--- src/rtl/inst_encoder_writer.sv ---
// ---------------------------------------------------------------------------
// inst_encoder_writer
//
// Turns field-level instruction descriptions (class, registers, funct fields,
// natural-form immediate) into RISC-V instruction words and writes them one
// word per cycle into an instruction memory. Only the opcode classes the main
// controller decodes are produced: R, lw, I, sw, jal, B and lui.
//
// Parameters:
//   ADDR_WIDTH - word-address width; memory depth is 2**ADDR_WIDTH words
//   BASE_ADDR  - byte address of the first word written (word-aligned)
//
// Ports:
//   clk, rst        - rising-edge clock, asynchronous active-high reset
//   start           - begin a new program (ignored while running)
//   in_valid/ready  - field-beat handshake; a beat transfers on valid & ready
//   in_class        - 0=R 1=lw 2=I 3=sw 4=jal 5=B 6=lui 7=illegal
//   rd, rs1, rs2    - register fields
//   funct3, funct7  - function fields (funct3: R/I/B, funct7: R only)
//   imm             - immediate in natural, unshuffled form
//   last            - final beat of the program
//   mem_we/addr/wdata - registered instruction-memory write port
//   count           - words written since the last start
//   busy, done      - running / finished status (never high together)
//   err             - sticky error flag, cleared by rst or an accepted start
// ---------------------------------------------------------------------------
module inst_encoder_writer #(
  parameter int          ADDR_WIDTH = 10,
  parameter logic [31:0] BASE_ADDR  = 32'h0
) (
  input  logic                  clk,
  input  logic                  rst,
  input  logic                  start,
  input  logic                  in_valid,
  output logic                  in_ready,
  input  logic [2:0]            in_class,
  input  logic [4:0]            rd,
  input  logic [4:0]            rs1,
  input  logic [4:0]            rs2,
  input  logic [2:0]            funct3,
  input  logic [6:0]            funct7,
  input  logic [31:0]           imm,
  input  logic                  last,
  output logic                  mem_we,
  output logic [31:0]           mem_addr,
  output logic [31:0]           mem_wdata,
  output logic [ADDR_WIDTH:0]   count,
  output logic                  busy,
  output logic                  done,
  output logic                  err
);

  typedef enum logic [1:0] {
    IDLE = 2'd0,
    RUN  = 2'd1,
    DONE = 2'd2
  } state_t;

  localparam logic [2:0] CLS_R   = 3'd0;
  localparam logic [2:0] CLS_LW  = 3'd1;
  localparam logic [2:0] CLS_I   = 3'd2;
  localparam logic [2:0] CLS_SW  = 3'd3;
  localparam logic [2:0] CLS_JAL = 3'd4;
  localparam logic [2:0] CLS_B   = 3'd5;
  localparam logic [2:0] CLS_LUI = 3'd6;

  localparam logic [6:0] OP_R   = 7'b0110011;
  localparam logic [6:0] OP_LW  = 7'b0000011;
  localparam logic [6:0] OP_I   = 7'b0010011;
  localparam logic [6:0] OP_SW  = 7'b0100011;
  localparam logic [6:0] OP_JAL = 7'b1101111;
  localparam logic [6:0] OP_B   = 7'b1100011;
  localparam logic [6:0] OP_LUI = 7'b0110111;

  // Memory capacity in words, one bit wider than count so the sum below
  // (committed words plus a write in flight) can never wrap.
  localparam logic [ADDR_WIDTH+1:0] MAX_WORDS = {2'b01, {ADDR_WIDTH{1'b0}}};

  state_t                state_q, state_d;
  logic                  mem_we_q, mem_we_d;
  logic [31:0]           mem_addr_q, mem_addr_d;
  logic [31:0]           mem_wdata_q, mem_wdata_d;
  logic [ADDR_WIDTH:0]   count_q, count_d;
  logic                  err_q, err_d;

  logic [31:0]           enc_word;
  logic                  enc_err;
  logic                  cls_illegal;
  logic                  fits_12;
  logic                  fits_13;
  logic                  fits_21;
  logic [ADDR_WIDTH+1:0] fill;
  logic                  full_pending;
  logic                  beat_fire;

  // An immediate fits an N-bit signed field when every bit from N-1 upward
  // is a copy of the sign bit.
  assign fits_12 = (&imm[31:11]) | ~(|imm[31:11]);
  assign fits_13 = (&imm[31:12]) | ~(|imm[31:12]);
  assign fits_21 = (&imm[31:20]) | ~(|imm[31:20]);

  // count only advances once a write has actually happened, so the number
  // of words the memory will hold is count plus any write in flight. When
  // that reaches capacity no further beat may be taken.
  assign fill         = {1'b0, count_q} + {{(ADDR_WIDTH+1){1'b0}}, mem_we_q};
  assign full_pending = (fill == MAX_WORDS);

  assign in_ready  = (state_q == RUN) && !full_pending;
  assign beat_fire = in_valid && in_ready;

  // Combinational encoder: shuffles the natural immediate into each format.
  // jal/B drop imm[0]; out-of-range immediates are truncated but flagged.
  always_comb begin
    enc_word    = 32'h0;
    enc_err     = 1'b0;
    cls_illegal = 1'b0;
    case (in_class)
      CLS_R: begin
        enc_word = {funct7, rs2, rs1, funct3, rd, OP_R};
      end
      CLS_LW: begin
        enc_word = {imm[11:0], rs1, 3'b010, rd, OP_LW};
        enc_err  = !fits_12;
      end
      CLS_I: begin
        enc_word = {imm[11:0], rs1, funct3, rd, OP_I};
        enc_err  = !fits_12;
      end
      CLS_SW: begin
        enc_word = {imm[11:5], rs2, rs1, 3'b010, imm[4:0], OP_SW};
        enc_err  = !fits_12;
      end
      CLS_JAL: begin
        enc_word = {imm[20], imm[10:1], imm[11], imm[19:12], rd, OP_JAL};
        enc_err  = imm[0] || !fits_21;
      end
      CLS_B: begin
        enc_word = {imm[12], imm[10:5], rs2, rs1, funct3, imm[4:1], imm[11], OP_B};
        enc_err  = imm[0] || !fits_13;
      end
      CLS_LUI: begin
        enc_word = {imm[31:12], rd, OP_LUI};
      end
      default: begin
        cls_illegal = 1'b1;
      end
    endcase
  end

  // Next-state logic. The write pointer and count advance in the cycle after
  // a write is presented, which keeps mem_addr showing the address actually
  // being written. A start overrides that advance because it rewinds both.
  always_comb begin
    state_d     = state_q;
    mem_we_d    = 1'b0;
    mem_addr_d  = mem_addr_q;
    mem_wdata_d = mem_wdata_q;
    count_d     = count_q;
    err_d       = err_q;

    if (mem_we_q) begin
      mem_addr_d = mem_addr_q + 32'd4;
      count_d    = count_q + {{ADDR_WIDTH{1'b0}}, 1'b1};
    end

    case (state_q)
      IDLE, DONE: begin
        if (start) begin
          state_d    = RUN;
          mem_addr_d = BASE_ADDR;
          count_d    = '0;
          err_d      = 1'b0;
        end
      end
      RUN: begin
        if (full_pending) begin
          // The in-flight write fills the memory: stop and flag overflow.
          state_d = DONE;
          err_d   = 1'b1;
        end else if (beat_fire) begin
          if (!cls_illegal) begin
            mem_we_d    = 1'b1;
            mem_wdata_d = enc_word;
          end
          if (cls_illegal || enc_err) begin
            err_d = 1'b1;
          end
          if (last) begin
            state_d = DONE;
          end
        end
      end
      default: begin
        state_d = IDLE;
      end
    endcase
  end

  // State and registered write port. Reset drops any pending write at once.
  always_ff @(posedge clk or posedge rst) begin
    if (rst) begin
      state_q     <= IDLE;
      mem_we_q    <= 1'b0;
      mem_addr_q  <= BASE_ADDR;
      mem_wdata_q <= 32'h0;
      count_q     <= '0;
      err_q       <= 1'b0;
    end else begin
      state_q     <= state_d;
      mem_we_q    <= mem_we_d;
      mem_addr_q  <= mem_addr_d;
      mem_wdata_q <= mem_wdata_d;
      count_q     <= count_d;
      err_q       <= err_d;
    end
  end

  assign mem_we    = mem_we_q;
  assign mem_addr  = mem_addr_q;
  assign mem_wdata = mem_wdata_q;
  assign count     = count_q;
  assign err       = err_q;
  // done waits for the final write to land; busy covers that same cycle.
  assign busy      = (state_q == RUN) || mem_we_q;
  assign done      = (state_q == DONE) && !mem_we_q;

endmodule

--- config.mk ---
export PLATFORM = sky130hd
export DESIGN_NAME = inst_encoder_writer
export DESIGN_NICKNAME = d
export VERILOG_FILES = /design/src/rtl/inst_encoder_writer.sv
export SDC_FILE = /design/constraint.sdc
export NUM_CORES = 1
export LEC_CHECK = 0
export ABC_AREA = 1
export CORE_ASPECT_RATIO = 1.1
export CORE_MARGIN = 8
export CORE_UTILIZATION = 47
export DETAILED_ROUTE_END_ITERATION = 10
export GPL_ROUTABILITY_DRIVEN = 1
export PLACE_DENSITY_LB_ADDON = 0.2
export SYNTH_ARGS = -nofsm -noshare
export SYNTH_HDL_FRONTEND = slang
export SYNTH_SLANG_ARGS = --single-unit
--- constraint.sdc ---
create_clock -name clk -period 2.8 [get_ports clk]
set_clock_uncertainty 0.05 [all_clocks]
set_input_delay 0.56 -clock clk [delete_from_list [all_inputs] [get_ports clk]]
set_output_delay 0.56 -clock clk [all_outputs]
set_load 0.02 [all_outputs]
Word-level counts from Yosys, hierarchy flattened --
Index checks and enable logic that the tools add are counted.
Cells by class: reduce and logical (&&, ||, !) cells 27, muxes and demuxes 23, bitwise operators 7, equal/unequal tests 13, $add $sub $neg 3
Operators with widths (number):
- 32-bit case mux with 7 select lines | 1
- 32-bit two-way mux | 3
- 11-bit two-way mux | 3
- 32-bit by 3-bit adder with 32-bit output, second input constant | 1
- 21-bit AND reduction | 1
- 21-bit OR reduction | 1
- 20-bit AND reduction | 1
- 20-bit OR reduction | 1
- 11-bit by 1-bit adder with 12-bit output | 1
- 12-bit by 11-bit equality test with 1-bit output, second input constant | 1
- 12-bit AND reduction | 1
- 12-bit OR reduction | 1
- 11-bit by 1-bit adder with 11-bit output, second input constant | 1
- 3-bit equality test, second input constant | 3
- 1-bit two-way mux | 9
- 2-bit two-way mux | 4
- 4-bit AND reduction | 2
- 7-bit OR reduction | 1
- 3-bit by 2-bit equality test with 1-bit output, second input constant | 2
- 3-bit != test, second input constant | 2
- 1-bit zero test | 5
- 1-bit logical OR | 4
- 1-bit inverter | 4
- 2-bit case mux with 2 select lines | 1
- 15 further kinds | 19
Word-level totals: register bits 79, bits of input ports 65, output and inout bits 80

Longest topological paths before layout --
Gate-level depths: netlist (run 1).
word-level depth 11, mapped depth 16, gate-level depth less buffers 16

Worst setup path before layout (run 1) --
No wires, ideal clock.
path type register to output, start register count_q[0], in the netlist count[0], end output in_ready, data arrival time 1.800 ns, cell stages (with the launch flop) 12, buffers on the path 0, data required time 2.190 ns, path slack 0.390 ns, cell sequence dfrtp_1 -> ha_1 -> ha_1 -> nand3_2 -> o21ai_0 -> nand2_1 -> nor2_1 -> nand2_1 -> nor2_1 -> nand2_2 -> nand2_4 -> inv_1
On the way: longest elaborated chain between the ends 4
Ends and longest elaborated chain:
- from (decl) | RTL line 83 | logic [ADDR_WIDTH:0] count_q, count_d;
- from (signal assigned) | RTL line 213 | count_q <= count_d;
- 11-bit by 1-bit adder with 12-bit output | RTL line 105 | assign fill = {1'b0, count_q} + {{(ADDR_WIDTH+1){1'b0}}, mem_we_q};
- 12-bit by 11-bit equality test with 1-bit output | RTL line 106 | assign full_pending = (fill == MAX_WORDS);
- 1-bit zero test | RTL line 108 | assign in_ready = (state_q == RUN) && !full_pending;
- 1-bit logical AND | RTL line 108
- to (decl) | RTL line 35 | output logic in_ready,
Every way passes these cells.

Worst setup path in the final report (run 1) --
Ends and elaborated chain as after synthesis.

==> results of run 1 <==
-- logic make-up after synthesis --
logic type | after synthesis
compound gates | 81
xor+xnor | 23
fa+ha+maj | 4
buf+inv | 90
flops | 76
other cells | 1
simple gates | 335
-- worst reg2reg max path: stages (launching register included) --
cell     delay [ns]
dfrtp_1        0.41
buf_4          0.21
nand3_2        0.12
nor2_1         0.21
nand2_1        0.08
inv_1          0.09
nand3_2        0.11
nor3_1         0.43
nand4_1        0.19
o21ai_0        0.22
a21oi_1        0.07
-- cell type report --
type                    count  area (µm²)  share of cell area (%)
clock buffers              10         128                    2.03
clock inverters             6        65.1                    1.03
inverters                  74         279                    4.44
multi-input cells         445        2220                    35.3
flip-flops and latches     76        1900                    30.3
well taps                 117         146                    2.33
repair buffers            156        1550                    24.6
-- cell usage in the layout, fill, tap and decap left out, types with 2 or more instances in the layout --
cell type	count
xor2_1	17
o21ai_0	38
conb_1	2
nand2_1	170
a211oi_1	2
dfrtp_1	75
nand4_1	11
ha_1	2
nor3_1	17
o21ai_2	12
xnor2_1	6
inv_2	2
nor2_1	83
nand2_2	2
clkinv_4	2
nand3_1	32
or2_2	2
buf_12	2
inv_1	71
buf_4	12
nor2_4	3
clkbuf_8	9
clkdlybuf4s50_1	141
nor2_2	4
nand2_4	2
ha_4	2
clkinv_2	3
nand3b_1	2
o211ai_1	2
a21oi_1	23
nand3_2	2
-- per-layer routing --
layer | vias to the layer above | GRT usage, %
met4 | 0 | 5.40
met5 | - | 0
met2 | 158 | 33.8
li1 | 2234 | -
met3 | 18 | 6.41
met1 | 2123 | 23.5
-- final timing paths --
path | from | endpoint | slack (ns)
setup reg to reg | mem_we$_DFF_PP0_ | mem_addr[28]$_DFF_PP0_ | 0.50
min in group asynchronous | rst | mem_addr[26]$_DFF_PP0_ | 0.44
hold reg to reg | mem_wdata[20]$_DFFE_PP0P_ | mem_wdata[20]$_DFFE_PP0P_ | 0.42
hold / removal | mem_wdata[20]$_DFFE_PP0P_ | mem_wdata[20]$_DFFE_PP0P_ | 0.42
max in group asynchronous | rst | count[3]$_DFF_PP0_ | 1.61
setup / recovery | count[0]$_DFF_PP0_ | in_ready | 0.11
-- report_power, final --
group          internal [mW]  switching [mW]  total [mW]
clock                  0.412           0.411       0.823
combinational          0.833            1.05        1.88
sequential              1.36           0.174        1.53
-- metrics by stage --
step,cells,power [mW],area [µm²]
after global routing,884,4.51,6290
after floorplan,611,2.55,4470
after CTS,884,4.27,6270
after global placement,868,3.40,6050
after detailed placement,868,3.43,6050
final,884,4.23,6290
-- registers in the layout, indices dropped and copies added, names as in the netlist --
| name | flops |
|---|---|
| mem_we | 1 |
| mem_addr | 30 |
| mem_wdata | 31 |
| count | 11 |
| state_q | 2 |
| err | 1 |
-- timing repair --
| action | in CTS | in global routing |
|---|---|---|
| pin swaps | 1 | 0 |
| setup endpoints to repair | 1 | 1 |
| hold buffers | 0 | 0 |
| gates resized for setup | 10 | 5 |
==> summary.txt, run 1 <==
WP data arrival -> 2.08 ns
Root Driver -> clkbuf_8
Vert. Die Dim -> 118 µm
Main combinational cell family by area after synthesis -> simple AND/OR/NAND/NOR gates
Setup Fix Bufs, Post-CTS -> 0
Max-Cap Viols -> 0
Post-Syn Area per Cell -> 7.32 µm²
Post-Synth XOR/XNOR Area -> 4.51%
WP buf/inv -> 4
Adder-cell share of the synthesized area -> 1.12%
M1 WL -> 5360 µm
Total wire length -> 12800 µm
Crit path cell chain -> ha_4 > buf_4 > inv_1 > nor2_4 > nand2_1 > nand2_1 > nand2_1 > nor2_1 > nand2_1 > nor2_1 > nand2_2 > nand2_4 > inv_1 > buf_2
Critical path's top delay family -> simple AND/OR/NAND/NOR gates
FP Rows -> 37
Tightest Pin Transition -> 0.512 ns
Gp weighted congestion -> 0.901
Post-layout util -> 67.6%
Vias in the first global route -> 4584
Most common cell in the synthesized netlist -> nand2_1
Core area -> 9310 µm²
WL/cell -> 14.5 µm
Top_reg_cell synth -> dfrtp_1
Maximum buffer depth of the clock tree -> 2
Ys async rst share -> 100%
Port bufs -> 142
Gr usage total -> 20.0%
CP dominant cell by count -> nand2_1
Max Slew Vio Count -> 0
Status -> completed
Slowest CP cell -> dfrtp_1
Final setup viols -> 0
Synth unique cells -> 35
Yosys top cell by area -> dfrtp_1
EDFF count, synth -> 0
Hold Path Depth -> 2
N_diodes -> 0
Worst slew margin -> 65.6%
Residual DRC -> 0
Simple-gate share of the synthesized area -> 32.3%
P_leak -> 2.81 nW
CP Class -> reg -> out
Die ar. -> 12900 µm²
Pwr dens -> 673 nW/µm²
Met2 WL -> 6220 µm
Initial antenna violation count -> 0
DRT Pass-1 Iters -> 5
Io pins -> 145
Top cells by area, synth -> dfrtp_1 43%, nand2_1 14%, nor2_1 7.1%
Hold WS -> 0.421 ns
# clock sinks -> 76
H-tree levels -> 3
Final Hold Violating Endpoints -> 0
Mapped Cells -> 610
Top cells by count, synth -> 170 x nand2_1, 85 x nor2_1, 76 x dfrtp_1
Synth Area in Compound Gates -> 10.6%
Cts bufs inserted -> 9
Worst IR Drop VDD -> 418 µV
R2R depth -> 10
Final worst path period need -> 2.69 ns
Crit path largest cell delay -> 0.41 ns
Clk_lat worst skew -> 0.34 ns
Max frequency -> 371 MHz
Hpwl dp -> 10100 µm
Data required time of the critical path -> 2.19 ns
Critical path depth -> 14
Cell Area, Synth -> 4460 µm²
Worst Path Max Fanout -> 4
Synth warnings -> 0
Worst setup EP type -> output port
Yosys top cell area share -> 42.6%
FF+latch count, synth -> 76
Clock transition at path regs -> 0.09 ns
Final Cycle Share -> 96.2%
Nets -> 831
Die W -> 109 µm
Post-synthesis mux area share -> 0%
Sequential area share after synthesis -> 42.6%
Met3 WL -> 1050 µm
CTS tree -> done
Worst hold path type -> reg -> reg
First-pass GRT wire length -> 21200 µm
Top sig layer -> met4
Layout Area Growth over Synthesis -> 40.8%
Worst setup margin -> 0.107 ns
Fill cells -> 781
Final ANT Viol Nets -> 0
Sum of negative setup slack -> 0 ns
DR vias/cell -> 5.13
Initial core utilization -> 48.0%
GR Overflow Total -> 0
Pin count of the biggest net entering global routing -> 42
Share of layout cells above drive strength 1 -> 8.60%
Pre-CTS WS -> 0.0457 ns
Vias -> 4533
DRT iter0 DRCs -> 163
Startpoint Class -> register
(Power assumes the default switching activity.)
==> run 2, diff against run 1 <==
==> constraint.sdc (replaced) <==
create_clock -name clk -period 2.8 [get_ports clk]
set_clock_uncertainty 0.05 [all_clocks]
set_input_delay 0.56 -clock clk [delete_from_list [all_inputs] [get_ports clk]]
set_output_delay 0.56 -clock clk [all_outputs]
set_load 0.05 [all_outputs]
==> run 2 against run 1 <==
Design area increased by 0.80%. Non-clock buffer count is the same. Hold slack lost 0.018 ns. Combinational power increased by 34%. Routed wire length up 2.0%. Maximum frequency up 1.1%. Sequential share of layout area fell by 0.20 points. Critical path type unchanged. Highest routed layer unchanged.
==> summary.txt, run 2 (synthesis gave the netlist of run 1 again) <==
Worst setup margin -> 0.137 ns (+0.0302 ns)
Commonest non-fill, non-tap cells in the layout -> 170 x nand2_1, 141 x clkdlybuf4s50_1, 85 x nor2_1, 73 x dfrtp_1, 71 x inv_1
GR Overflow Total -> 0 (unchanged)
Pre-CTS WS -> 0.211 ns (+0.165 ns)
R2R setup slack -> 0.53 ns (+0.03 ns)
Io pins -> 145 (unchanged)
Startpoint Class -> register
Gp weighted congestion -> 0.862 (-4.3%)
Share of layout cells above drive strength 1 -> 8.74% (+0.13 points)
CTS tree -> done
Largest register FFs -> 31 (unchanged)
Initial core utilization -> 48.0% (unchanged)
Residual DRC -> 0 (unchanged)
Hpwl dp -> 10300 µm (+2.4%)
Clk_lat worst skew -> 0.35 ns (about the same)
Power, Total -> 5.05 mW (+19%)
Maximum buffer depth of the clock tree -> 2 (unchanged)
N_diodes -> 0 (unchanged)
DRT iter0 DRCs -> 175 (+7.4%)
Die ar. -> 12900 µm² (unchanged)
Initial antenna violation count -> 0 (unchanged)
Layout Area Growth over Synthesis -> 42.0%
Placed cells -> 865 (-0.35%)
Status -> completed
DP Area -> 6040 µm² (-0.21%)
CP Class -> reg -> out
Gr usage total -> 20.8% (+0.86 points)
# clock sinks -> 76 (unchanged)
Die W -> 109 µm (unchanged)
DRT Pass-1 Iters -> 4 (-1)
Vert. Die Dim -> 118 µm (unchanged)
Final setup viols -> 0 (unchanged)
Vias -> 4480 (-1.2%)
Fill cells -> 783 (+0.26%)
Nets -> 831 (unchanged)
Core area -> 9310 µm² (unchanged)
DR vias/cell -> 5.07 (-1.2%)
Max-Cap Viols -> 0 (unchanged)
Worst IR Drop VDD -> 683 µV (+63%)
Vias in the first global route -> 4635 (+1.1%)
Port bufs -> 142 (unchanged)
Worst slew margin -> 62.0% (-3.6 points)
Hold WS -> 0.403 ns (-0.0180 ns)
Max Slew Vio Count -> 0 (unchanged)
Final Hold Violating Endpoints -> 0 (unchanged)
Root Driver -> clkbuf_8
Tightest Pin Transition -> 0.568 ns (+0.0564 ns)
Clock transition at path regs -> 0.08 ns (about the same)
WP data arrival -> 2.05 ns (-0.03 ns)
Worst hold path type -> in -> async
FP Rows -> 37 (unchanged)
Worst setup EP type -> output port
R2r endpoint -> mem_addr[20]$_DFF_PP0_
Final worst path period need -> 2.66 ns (-0.0302 ns)
Cts bufs inserted -> 9 (unchanged)
R2R depth -> 10 (unchanged)
Total wire length -> 13000 µm (+2.0%)
Final ANT Viol Nets -> 0 (unchanged)
P_leak -> 2.83 nW (+0.71%)
Pwr dens -> 797 nW/µm² (+18%)
Commonest non-fill, non-tap cell in the layout -> nand2_1
H-tree levels -> 3 (unchanged)
WL/cell -> 14.8 µm (+2.0%)
FF-to-FF Start -> mem_addr[2]$_DFF_PP0_
Pin count of the biggest net entering global routing -> 42 (unchanged)
Worst Path Max Fanout -> 4 (unchanged)
Design area -> 6340 µm² (+0.80%)
First-pass GRT wire length -> 21700 µm (+2.5%)
Fin cells -> 884 (unchanged)
Data required time of the critical path -> 2.19 ns (about the same)
Final Cycle Share -> 95.1% (-1.1 points)
Max frequency -> 376 MHz (+1.1%)
## run 2: cell types whose count changed in the layout (fill, tap and decap cells not counted), sizes merged
cell and delta:
bufinv +1, clkbuf +3, clkinv -4
## run 2: final cells by class
type / instances / area [µm²] / share of cell area (%)
Clock buffer: 13 / 169 / 2.67
Clock inverter: 3 / 67.6 / 1.07
Inverter: 74 / 279 / 4.40
Multi-Input combinational cell: 445 / 2210 / 34.8
Sequential cell: 76 / 1910 / 30.1
Tap cell: 117 / 146 / 2.31
Timing Repair Buffer: 156 / 1560 / 24.6
## run 2: worst max-delay path, cell delays in order, from the launching register on
cell and delay [ns]:
dfrtp_1 0.41, ha_4 0.19, ha_4 0.17, nand3_4 0.10, nor2_2 0.05, nand2_1 0.06
nand2_1 0.05, nor2_1 0.10, nand2_1 0.05, nor2_1 0.11, nand2_2 0.09, nand2_4 0.09
inv_1 0.07, buf_12 0.15
## run 2: how the worst max path moves through the flow
stage | endpoint | startpoint | slack (ns) | depth (start not counted)
after floorplan | in_ready | count[0]$_DFF_PP0_ | 0.03 | 12
after global placement | in_ready | count[0]$_DFF_PP0_ | 0.30 | 12
after detailed placement | in_ready | count[0]$_DFF_PP0_ | 0.21 | 12
after CTS | in_ready | mem_we$_DFF_PP0_ | 0.0008 | 12
after global routing | in_ready | count[0]$_DFF_PP0_ | -0.01 | 13
final | in_ready | count[0]$_DFF_PP0_ | 0.14 | 13
## run 2: repair_timing
item                       4_1_cts  5_1_grt
setup endpoints to repair        1        1
gates resized for setup          3        7
buffers inserted                 1        2
hold buffers                     0        0
pin swaps                        0        2
## run 2: stage by stage
step	utilization [%]	TNS [ns]
2_1_floorplan	-	0
3_3_place_gp	64.9	0
3_5_place_dp	64.9	0
4_1_cts	67.6	0
5_1_grt	68.1	-0.00972
6_report	68.1	0
## run 2: where the power goes
| group | total (mW) | internal (mW) | switching [mW] |
|---|---|---|---|
| Combinational | 2.52 | 0.855 | 1.67 |
| Sequential | 1.55 | 1.36 | 0.188 |
| Clock | 0.981 | 0.576 | 0.406 |
| Total | 5.05 | 2.79 | 2.26 |
## run 2: routing by layer
metal  vias to the layer above  track usage, %  part of all wire (%)
li1                       2242               -                     -
met1                      2056            24.2                    42
met2                       156            34.6                    48
met3                        26            6.09                   7.9
met4                         0            8.74                   2.6
met5                         -               0                     0
==> run 3, diff against run 2 <==
--- a/config.mk
+++ b/config.mk
@@ -11,6 +11,7 @@
 export CORE_UTILIZATION = 47
 export DETAILED_ROUTE_END_ITERATION = 10
 export GPL_ROUTABILITY_DRIVEN = 1
+export HOLD_SLACK_MARGIN = 0.15
 export PLACE_DENSITY_LB_ADDON = 0.2
 export SYNTH_ARGS = -nofsm -noshare
 export SYNTH_HDL_FRONTEND = slang
==> results of run 3 <==
Final layout, timing and power as in run 2 (identical DEF).
